$ cat src/rtl/mem_arb_pkg.sv
// mem_arb_pkg: shared types and constants for the two-port RAM arbiter.
// Contents: FSM state enum, owner encodings, legal RAM_LAT range.
// No ports; imported by mem_arb_pick and mem_arbiter.
package mem_arb_pkg;

  typedef enum logic [1:0] {
    ST_IDLE   = 2'd0,
    ST_ACCESS = 2'd1,
    ST_DONE   = 2'd2
  } state_t;

  localparam logic PORT_A = 1'b0;
  localparam logic PORT_B = 1'b1;

  // Latency counter is 4 bits wide, so RAM_LAT must stay within 1..15.
  localparam int RAM_LAT_MIN = 1;
  localparam int RAM_LAT_MAX = 15;

endpackage

$ cat src/rtl/mem_arb_if.sv
// mem_arb_if: one bus master's REQ/ACK access port to the shared RAM.
// Ports: req/wren/addr/wdata driven by the master; ack (1-cycle pulse) and
//   rdata (held until the port's next completed read) driven by the arbiter.
interface mem_arb_if #(
  parameter int ADDR_W = 16,
  parameter int DATA_W = 8
);
  logic              req;
  logic              wren;
  logic [ADDR_W-1:0] addr;
  logic [DATA_W-1:0] wdata;
  logic              ack;
  logic [DATA_W-1:0] rdata;

  modport master (output req, wren, addr, wdata, input ack, rdata);
  modport slave  (input req, wren, addr, wdata, output ack, rdata);
endinterface

$ cat src/rtl/mem_arb_pick.sv
// mem_arb_pick: combinational winner select between ports A and B.
// Ports: a_req, b_req, ptr (priority pointer) in; grant_vld, grant (owner) out.
// Macro MEM_ARB_RR_EN: defined -> ptr breaks ties; undefined -> A always wins.
module mem_arb_pick
  import mem_arb_pkg::*;
(
  input  logic a_req,
  input  logic b_req,
  input  logic ptr,
  output logic grant_vld,
  output logic grant
);

`ifdef MEM_ARB_RR_EN
  always_comb begin
    grant_vld = a_req | b_req;
    grant     = PORT_A;
    if (a_req && b_req) begin
      grant = ptr;
    end else if (b_req) begin
      grant = PORT_B;
    end
  end
`else
  // Fixed priority ignores the pointer.
  logic unused_ptr;
  assign unused_ptr = ptr;

  always_comb begin
    grant_vld = a_req | b_req;
    grant     = a_req ? PORT_A : PORT_B;
  end
`endif

endmodule

$ cat src/rtl/mem_arbiter.sv
// mem_arbiter: shares one synchronous RAM between two REQ/ACK masters, one
//   access at a time (IDLE -> ACCESS for RAM_LAT cycles -> DONE -> IDLE).
// Ports: clk, rst_n (async, active-low); a_if/b_if master ports (slave side);
//   m_addr/m_wdata/m_wren to the RAM, m_rdata from it (valid RAM_LAT edges
//   after m_addr). Macro MEM_ARB_RR_EN selects round-robin, else A-first.
module mem_arbiter
  import mem_arb_pkg::*;
#(
  parameter int ADDR_W  = 16,
  parameter int DATA_W  = 8,
  parameter int RAM_LAT = 1
) (
  input  logic              clk,
  input  logic              rst_n,
  mem_arb_if.slave          a_if,
  mem_arb_if.slave          b_if,
  output logic [ADDR_W-1:0] m_addr,
  output logic [DATA_W-1:0] m_wdata,
  output logic              m_wren,
  input  logic [DATA_W-1:0] m_rdata
);

  generate
    if (RAM_LAT < RAM_LAT_MIN || RAM_LAT > RAM_LAT_MAX) begin : g_bad_lat
      $error("mem_arbiter: RAM_LAT must be within 1..15");
    end
  endgenerate

  localparam logic [3:0] CNT_LAST = 4'(RAM_LAT - 1);

  state_t            state;
  logic              owner;
  logic              ptr;
  logic [3:0]        cnt;
  logic              wren_l;
  logic              a_ack;
  logic              b_ack;
  logic [DATA_W-1:0] a_rdata;
  logic [DATA_W-1:0] b_rdata;

  logic              grant_vld;
  logic              grant;
  logic              sel_wren;
  logic [ADDR_W-1:0] sel_addr;
  logic [DATA_W-1:0] sel_wdata;

  mem_arb_pick u_pick (
    .a_req     (a_if.req),
    .b_req     (b_if.req),
    .ptr       (ptr),
    .grant_vld (grant_vld),
    .grant     (grant)
  );

  always_comb begin
    sel_wren  = a_if.wren;
    sel_addr  = a_if.addr;
    sel_wdata = a_if.wdata;
    if (grant == PORT_B) begin
      sel_wren  = b_if.wren;
      sel_addr  = b_if.addr;
      sel_wdata = b_if.wdata;
    end
  end

  always_ff @(posedge clk or negedge rst_n) begin
    if (!rst_n) begin
      state   <= ST_IDLE;
      owner   <= PORT_A;
      ptr     <= PORT_A;
      cnt     <= 4'd0;
      wren_l  <= 1'b0;
      m_addr  <= '0;
      m_wdata <= '0;
      m_wren  <= 1'b0;
      a_ack   <= 1'b0;
      b_ack   <= 1'b0;
      a_rdata <= '0;
      b_rdata <= '0;
    end else begin
      case (state)
        ST_IDLE: begin
          a_ack  <= 1'b0;
          b_ack  <= 1'b0;
          m_wren <= 1'b0;
          if (grant_vld) begin
            owner   <= grant;
            // Pointer favours the port that lost this grant.
            ptr     <= ~grant;
            cnt     <= 4'd0;
            m_addr  <= sel_addr;
            m_wdata <= sel_wdata;
            // Write strobe is live only during the first ACCESS cycle.
            m_wren  <= sel_wren;
            wren_l  <= sel_wren;
            state   <= ST_ACCESS;
          end
        end
        ST_ACCESS: begin
          m_wren <= 1'b0;
          cnt    <= cnt + 4'd1;
          if (cnt == CNT_LAST) begin
            if (!wren_l) begin
              if (owner == PORT_B) b_rdata <= m_rdata;
              else                 a_rdata <= m_rdata;
            end
            if (owner == PORT_B) b_ack <= 1'b1;
            else                 a_ack <= 1'b1;
            state <= ST_DONE;
          end
        end
        ST_DONE: begin
          a_ack <= 1'b0;
          b_ack <= 1'b0;
          state <= ST_IDLE;
        end
        default: begin
          state <= ST_IDLE;
        end
      endcase
    end
  end

  assign a_if.ack   = a_ack;
  assign a_if.rdata = a_rdata;
  assign b_if.ack   = b_ack;
  assign b_if.rdata = b_rdata;

endmodule

$ cat src/flat_wrapper.sv
// flat-port wrapper written by rule: the top's interface ports become plain ports
module mem_arbiter_flat import mem_arb_pkg::*;
#(
  parameter int ADDR_W  = 16,
  parameter int DATA_W  = 8,
  parameter int RAM_LAT = 1
)
  (clk, rst_n, m_addr, m_wdata, m_wren, m_rdata, a_if_req, a_if_wren, a_if_addr, a_if_wdata, a_if_ack, a_if_rdata, b_if_req, b_if_wren, b_if_addr, b_if_wdata, b_if_ack, b_if_rdata);
  mem_arb_if #(.ADDR_W(ADDR_W), .DATA_W(DATA_W)) a_if_i ();
  mem_arb_if #(.ADDR_W(ADDR_W), .DATA_W(DATA_W)) b_if_i ();
  input  logic clk;
  input  logic rst_n;
  output logic [ADDR_W-1:0] m_addr;
  output logic [DATA_W-1:0] m_wdata;
  output logic m_wren;
  input  logic [DATA_W-1:0] m_rdata;
  input wire logic [$bits(a_if_i.req)-1:0] a_if_req;
  input wire logic [$bits(a_if_i.wren)-1:0] a_if_wren;
  input wire logic [$bits(a_if_i.addr)-1:0] a_if_addr;
  input wire logic [$bits(a_if_i.wdata)-1:0] a_if_wdata;
  output wire logic [$bits(a_if_i.ack)-1:0] a_if_ack;
  output wire logic [$bits(a_if_i.rdata)-1:0] a_if_rdata;
  input wire logic [$bits(b_if_i.req)-1:0] b_if_req;
  input wire logic [$bits(b_if_i.wren)-1:0] b_if_wren;
  input wire logic [$bits(b_if_i.addr)-1:0] b_if_addr;
  input wire logic [$bits(b_if_i.wdata)-1:0] b_if_wdata;
  output wire logic [$bits(b_if_i.ack)-1:0] b_if_ack;
  output wire logic [$bits(b_if_i.rdata)-1:0] b_if_rdata;
  assign a_if_i.req = a_if_req;
  assign a_if_i.wren = a_if_wren;
  assign a_if_i.addr = a_if_addr;
  assign a_if_i.wdata = a_if_wdata;
  assign a_if_ack = a_if_i.ack;
  assign a_if_rdata = a_if_i.rdata;
  assign b_if_i.req = b_if_req;
  assign b_if_i.wren = b_if_wren;
  assign b_if_i.addr = b_if_addr;
  assign b_if_i.wdata = b_if_wdata;
  assign b_if_ack = b_if_i.ack;
  assign b_if_rdata = b_if_i.rdata;
  mem_arbiter #(.ADDR_W(ADDR_W), .DATA_W(DATA_W), .RAM_LAT(RAM_LAT)) u_core (.clk(clk), .rst_n(rst_n), .a_if(a_if_i), .b_if(b_if_i), .m_addr(m_addr), .m_wdata(m_wdata), .m_wren(m_wren), .m_rdata(m_rdata));
endmodule
$ cat config.mk
export PLATFORM = sky130hd
export DESIGN_NAME = mem_arbiter_flat
export DESIGN_NICKNAME = d
export VERILOG_FILES = /design/src/rtl/mem_arb_pkg.sv /design/src/rtl/mem_arb_if.sv /design/src/rtl/mem_arb_pick.sv /design/src/rtl/mem_arbiter.sv /design/src/flat_wrapper.sv
export SDC_FILE = /design/constraint.sdc
export NUM_CORES = 1
export LEC_CHECK = 0
export CAP_MARGIN = 0
export CELL_PAD_IN_SITES_DETAIL_PLACEMENT = 1
export CELL_PAD_IN_SITES_GLOBAL_PLACEMENT = 1
export CORE_ASPECT_RATIO = 1.2
export CORE_MARGIN = 4
export CORE_UTILIZATION = 33
export CTS_CLUSTER_DIAMETER = 120
export DETAILED_ROUTE_END_ITERATION = 16
export HOLD_SLACK_MARGIN = 0.12
export PLACE_DENSITY = 0.82
export SKIP_LAST_GASP = 1
export SYNTH_ARGS = -nofsm -noshare
export SYNTH_HDL_FRONTEND = slang
export SYNTH_SLANG_ARGS = --single-unit
export TNS_END_PERCENT = 20
$ cat constraint.sdc
create_clock -name clk -period 4.38 [get_ports clk]
set_clock_uncertainty 0.15 [all_clocks]
set_input_delay 1.095 -clock clk [delete_from_list [all_inputs] [get_ports clk]]
set_output_delay 1.095 -clock clk [all_outputs]
set_load 0.03 [all_outputs]
==> impl_metrics.json, run 1 <==
{
  "maxSlewHeadroom": 0.359,
  "synthCells": 190,
  "r2r_setup_slack_ns": 2.07,
  "yosysUniqueCellTypes": 28,
  "rsz0062_at_grt": "false",
  "clkTransAtPathRegs_ns": 0.10,
  "synth.avg_cell_area_sq_um": 12.0,
  "combPwrFrac": 0.524,
  "fp.dieW_um": 83.8,
  "synth.largest_area_cell": "dfrtp_1",
  "dp_hpwl_um": 4780,
  "synth_top_area_frac": 0.560,
  "syn_nets": 254,
  "grt_overflow_total": 0,
  "min_path_type": "flip-flop to flip-flop",
  "start_kind": "input pin",
  "post-route-min-period_ns": 2.62,
  "fp-row-count": 32,
  "r2r-end": "u_core.a_if.rdata[1]",
  "synth_seq_area_share": 0.560,
  "startpoint": "b_if_req",
  "via_per_inst": 4.96,
  "crit_slowest_cell": "nor2_2",
  "ys_seq_elements": 51,
  "io-pin-count": 105,
  "drt_wl_total_um": 6250,
  "grt_first_pass_wirelength_um": 10300,
  "hold_viol": 0,
  "area_growth_pct": 54.0,
  "cp_data_arrival_time_ns": 2.71,
  "drtIter0Drc": 61,
  "status": "finished clean",
  "dieArea_sq_mm": 0.00830,
  "grt_max_degree": 36,
  "drive_gt1_frac": 0.110,
  "ant_nets": 0,
  "seqPwrFrac": 0.327,
  "holdWs_ns": 0.358,
  "critical_path.top_delay_family": "simple AND/OR/NAND/NOR gates",
  "r2r_cells": 5,
  "clock-sinks": 51,
  "max-vdd-ir-drop_v": 0.000326,
  "syn-cell-area_sq_mm": 0.00228,
  "worstSkewPairLatency_ns": 0.31,
  "internal_power_uw": 1520,
  "required_ns": 4.47,
  "synthTopCellsByArea": "dfrtp_1 (56%), o21ai_0 (12%), mux2i_1 (11%), mux2_4 (5.3%), mux2_2 (4.0%)",
  "root_buffer": "clkbuf_8",
  "slowest_delay_ns": 0.76,
  "place.gp.congestion": 0.746,
  "setup_viol": 0,
  "crit_type": "input pin to flip-flop",
  "post-route-period-util": 0.598,
  "chipHeight_um": 99.0,
  "cts-hold-fix-buffers": 0,
  "worstPathBufferInverterCount": 1,
  "drv_slew": 0,
  "path_max_fanout": 28,
  "layout_common_cells": "clkdlybuf4s50_1 (102), o21ai_0 (54), dfrtp_1 (51), mux2i_1 (26)",
  "io_buffers": 104,
  "drcViolationCount": 0,
  "cp-end-kind": "flip-flop",
  "tightestPinTransition_ns": 0.961,
  "routedWlPerCell_um": 16.6,
  "cts_buffers": 5,
  "p_leak_uw": 0.00150,
  "post_cts_resized": 0,
  "cts_tree": "built",
  "final_common_cell": "clkdlybuf4s50_1",
  "pwr_density_cell_mw_per_mm2": 731,
  "cts_setup_buffers": 0,
  "vias": 1865,
  "yosys_warnings": 0,
  "antenna_cells": 0,
  "drv_cap": 0,
  "r2r-start": "u_core.cnt[0]",
  "grt_pass1_vias": 2082,
  "grt_util_all_layers": 0.155,
  "power_uw": 2560,
  "setup_tns_ns": 0,
  "antenna_found_initial": 0,
  "dr.pass1.iters": 4,
  "power_switching_uw": 1040,
  "cp.depth": 4,
  "cts.path.max_buffers": 2,
  "max_freq_mhz": 382,
  "start_util": 0.347,
  "crit_end": "u_core.cnt[3]",
  "switching_share": 0.408,
  "p_clk_frac": 0.149,
  "core_sq_mm": 0.00657,
  "nets": 354,
  "cp_cell_sequence": "clkdlybuf4s50_1, nor2_2, o21ai_0, mux2i_1",
  "htreeDepth": 2
}
==> worst min-delay path by stage <==
| stage | start | endpoint | slack [ns] | cells past startpoint |
|---|---|---|---|---|
| after floorplan | u_core.cnt[3] | u_core.cnt[3] | 0.32 | 1 |
| after global placement | u_core.m_wren | u_core.m_wren | 0.33 | 2 |
| after detailed placement | u_core.m_wren | u_core.m_wren | 0.35 | 2 |
| after CTS | u_core.m_wren | u_core.m_wren | 0.37 | 2 |
| after global routing | u_core.a_if.rdata[7] | u_core.a_if.rdata[7] | 0.39 | 1 |
| final | u_core.m_wren | u_core.m_wren | 0.36 | 2 |
==> per-layer routing <==
layer,GRT usage,share of wire
met1,0.180,0.41
met2,0.282,0.52
met3,0.0385,0.064
met4,0.0408,0.012
met5,0,0
==> layout make-up <==
cell class                      count  area [sq um]
Clock buffer                        6          72.6
Clock inverter                      2          60.1
Fill cell                         721          3060
Inverter                            4          15.0
Multi-Input combinational cell    123           937
Sequential cell                    51          1280
Tap cell                           85           106
Timing Repair Buffer              105          1040
==> worst register-to-register path, delay by kind of cell (launching register included) <==
kind                       cells  cell delay (ns)
DFF                            1             0.43
buffers and inverters          1             0.10
and+or+nand+nor                2             0.96
muxes                          1             0.41
adders and majority gates      1             0.16
==> sequential cells by signal (all words and copies together) (netlist names), 2 cells and up <==
signal             flops
u_core.cnt             4
u_core.state           2
u_core.m_addr         16
u_core.b_if.rdata      8
u_core.a_if.rdata      8
u_core.m_wdata         8
==> power groups by stage <==
stage	sequential (uW)	combinational, uW	clock, uW
6_report	838	1340	382
5_1_grt	874	1440	409
4_1_cts	842	1370	389
3_5_place_dp	851	1360	0
3_3_place_gp	834	1320	0
2_1_floorplan	1210	411	0
==> cells by family (layout without fill, tap and decap cells) <==
logic type,after synthesis,after routing,synth area share
AOI/OAI and AO/OA,61,61,0.138
xor gates and xnor gates,1,1,0.00385
adders and majority gates,2,2,0.0110
buffers and inverters,16,117,0.0308
DFF,51,51,0.560
muxes,42,42,0.207
and+or+nand+nor,17,17,0.0489
==> metrics by stage <==
stage                     instances  utilization  area, sq um  worst slack, ns
after floorplan                 190            -         2280             2.05
after global placement          368        0.514         3370             1.54
after detailed placement        368        0.514         3370             1.44
after CTS                       376        0.534         3510             1.75
after global routing            376        0.534         3510             1.48
final                           376        0.534         3510             1.76
==> synthesized netlist by cell type <==
cell	count
mux2_4	8
clkbuf_1	9
mux2_2	8
nand3b_1	1
or2_2	1
xor2_1	1
nand3_1	1
o21a_1	1
nor3b_1	1
nor3_1	1
a21oi_1	2
or3b_4	1
inv_1	4
a22o_1	1
nand2b_1	1
ha_1	2
dfrtp_1	51
o21ai_1	1
o21ai_0	54
buf_2	2
o22ai_1	1
or4_4	1
nor4_4	1
o211ai_1	1
mux2i_1	26
nand2_1	2
buf_6	1
nor2_1	6
No activity file was read; power rests on OpenSTA's default activity.
==> run 2: changes to the inputs <==
--- a/config.mk
+++ b/config.mk
@@ -10,11 +10,11 @@
 export CELL_PAD_IN_SITES_GLOBAL_PLACEMENT = 1
 export CORE_ASPECT_RATIO = 1.2
 export CORE_MARGIN = 4
-export CORE_UTILIZATION = 33
+export CORE_UTILIZATION = 28
 export CTS_CLUSTER_DIAMETER = 120
 export DETAILED_ROUTE_END_ITERATION = 16
 export HOLD_SLACK_MARGIN = 0.12
-export PLACE_DENSITY = 0.82
+export PLACE_DENSITY = 0.74
 export SKIP_LAST_GASP = 1
 export SYNTH_ARGS = -nofsm -noshare
 export SYNTH_HDL_FRONTEND = slang
==> constraint.sdc (replaced) <==
create_clock -name clk -period 2.15 [get_ports clk]
set_clock_uncertainty 0.15 [all_clocks]
set_input_delay 0.5375 -clock clk [delete_from_list [all_inputs] [get_ports clk]]
set_output_delay 0.5375 -clock clk [all_outputs]
set_load 0.03 [all_outputs]
==> impl_metrics.json, run 2 (same netlist as run 1, synthesis figures left out) <==
{
  "maxSlewHeadroom": 0.684,
  "min_from": "u_core.b_if.ack",
  "cp_data_arrival_time_ns": 2.15,
  "slowest_delay_ns": 0.54,
  "min_path_cells": 1,
  "clkTransAtPathRegs_ns": 0.09,
  "post-route-util": 0.466,
  "routedWlPerCell_um": 16.3,
  "grt_max_degree": 29,
  "post-route-min-period_ns": 2.12,
  "required_ns": 2.19,
  "drtIter0Drc": 69,
  "nets": 366,
  "status": "finished clean",
  "root_buffer": "clkbuf_8",
  "largest_reg_flops": 16,
  "fp.dieW_um": 90.3,
  "holdWs_ns": 0.356,
  "layout_common_cells": "clkdlybuf4s50_1 (102), o21ai_0 (54), dfrtp_1 (51), mux2i_1 (26)",
  "worstPathBufferInverterCount": 1,
  "cts_tree": "built",
  "path_max_fanout": 8,
  "dp_worst_setup_slack_ns": -0.0242,
  "antenna_cells": 0,
  "cp-end-kind": "flip-flop",
  "setup_ws_ns": 0.0320,
  "place.gp.congestion": 0.744,
  "drive_gt1_frac": 0.152,
  "grt_overflow_total": 0,
  "post-route-period-util": 0.985,
  "crit_slowest_cell": "or4_4",
  "clock-sinks": 51,
  "grt_pass1_vias": 2019,
  "r2r_cells": 5,
  "cp.depth": 5,
  "finalNonFillerCells": 395,
  "io-pin-count": 105,
  "worstSkewPairLatency_ns": 0.30,
  "htreeDepth": 2,
  "core_sq_mm": 0.00779,
  "setup_viol": 0,
  "area_growth_pct": 59.5,
  "dieArea_sq_mm": 0.00965,
  "startpoint": "u_core.cnt[1]",
  "drv_cap": 0,
  "max-vdd-ir-drop_v": 0.000403,
  "min_path_type": "flip-flop to flip-flop",
  "chipHeight_um": 107,
  "top_register": "u_core.m_addr",
  "tightestPinTransition_ns": 0.474,
  "cp_cell_sequence": "inv_2, ha_2, or3b_4, or4_4, mux2_4",
  "dr.pass1.iters": 3,
  "start_kind": "flip-flop",
  "critical_path.top_delay_family": "simple AND/OR/NAND/NOR gates",
  "drcViolationCount": 0,
  "cts_buffers": 5,
  "max_freq_mhz": 472,
  "final_common_cell": "clkdlybuf4s50_1",
  "grt_first_pass_wirelength_um": 10400,
  "ant_nets": 0,
  "fp-row-count": 35,
  "placedCellCount": 385,
  "dp_hpwl_um": 4960,
  "vias": 1890,
  "drt_wl_total_um": 6430,
  "via_per_inst": 4.78,
  "drv_slew": 0,
  "r2r-start": "u_core.cnt[1]",
  "io_buffers": 104,
  "antenna_found_initial": 0,
  "start_util": 0.292,
  "cts.path.max_buffers": 2,
  "grt_util_all_layers": 0.136,
  "rsz0062_at_grt": "true",
  "hold_viol": 0,
  "crit_type": "flip-flop to flip-flop",
  "p_leak_uw": 0.00157,
  "pwr_density_cell_mw_per_mm2": 1460
}
## run 2: cell types whose count changed in the layout (fill, tap and decap cells not counted), sizes merged
cell / change
buf: +11
bufinv: -1
dlygate4sd3: +1
inv: +1
## run 2: worst paths after layout
path                                         to  slack [ns]
setup / recovery           u_core.b_if.rdata[0]        0.03
hold / removal                  u_core.b_if.ack        0.36
setup reg to reg           u_core.b_if.rdata[0]        0.03
hold reg to reg                 u_core.b_if.ack        0.36
max in group asynchronous         u_core.cnt[2]        0.83
min in group asynchronous     u_core.m_wdata[5]        0.45
## run 2: final cells by class
type / instances / area [sq um]
sequential: 51 / 1280
timing repair buffer: 117 / 1160
multi-input combinational: 123 / 943
clock buffer: 6 / 82.6
inverter: 4 / 15.0
clock inverter: 2 / 38.8
fill: 858 / 4160
tap: 92 / 115
## run 2: timing repair
action,4_1_cts,5_1_grt
endpoints found under the setup margin,14,16
pin swaps,1,1
resized for setup,0,4
hold buffers,1,0
setup buffers,0,1
hold endpoints to repair,7,0
## run 2: worst reg2reg max path, stage by stage (launching register included)
cell and delay, ns:
dfrtp_1 0.40, inv_2 0.06, ha_2 0.15, or3b_4 0.37
or4_4 0.54, mux2_4 0.33
## run 2: routing by layer
metal,vias up,wire (um),GRT usage
li1,901,-,-
met1,910,2480,0.150
met2,74,3180,0.235
met3,5,700,0.0625
met4,0,70,0.0394
met5,-,0,0
## run 2: report_power, final
part	leakage, uW	internal (uW)	switching [uW]	total (uW)
sequential	0.000627	1420	279	1700
combinational	0.000881	1320	1570	2890
clock	0.0000618	383	319	702
total	0.00157	3130	2170	5300
## run 2: through the flow
stage          area, sq um  total power [uW]  setup TNS, ns
3_3_place_gp          3480              4540              0
2_1_floorplan         2280              3300         -0.289
6_report              3630              5300              0
5_1_grt               3630              5640         -0.168
3_5_place_dp          3480              4620         -0.166
4_1_cts               3610              5360        -0.0491
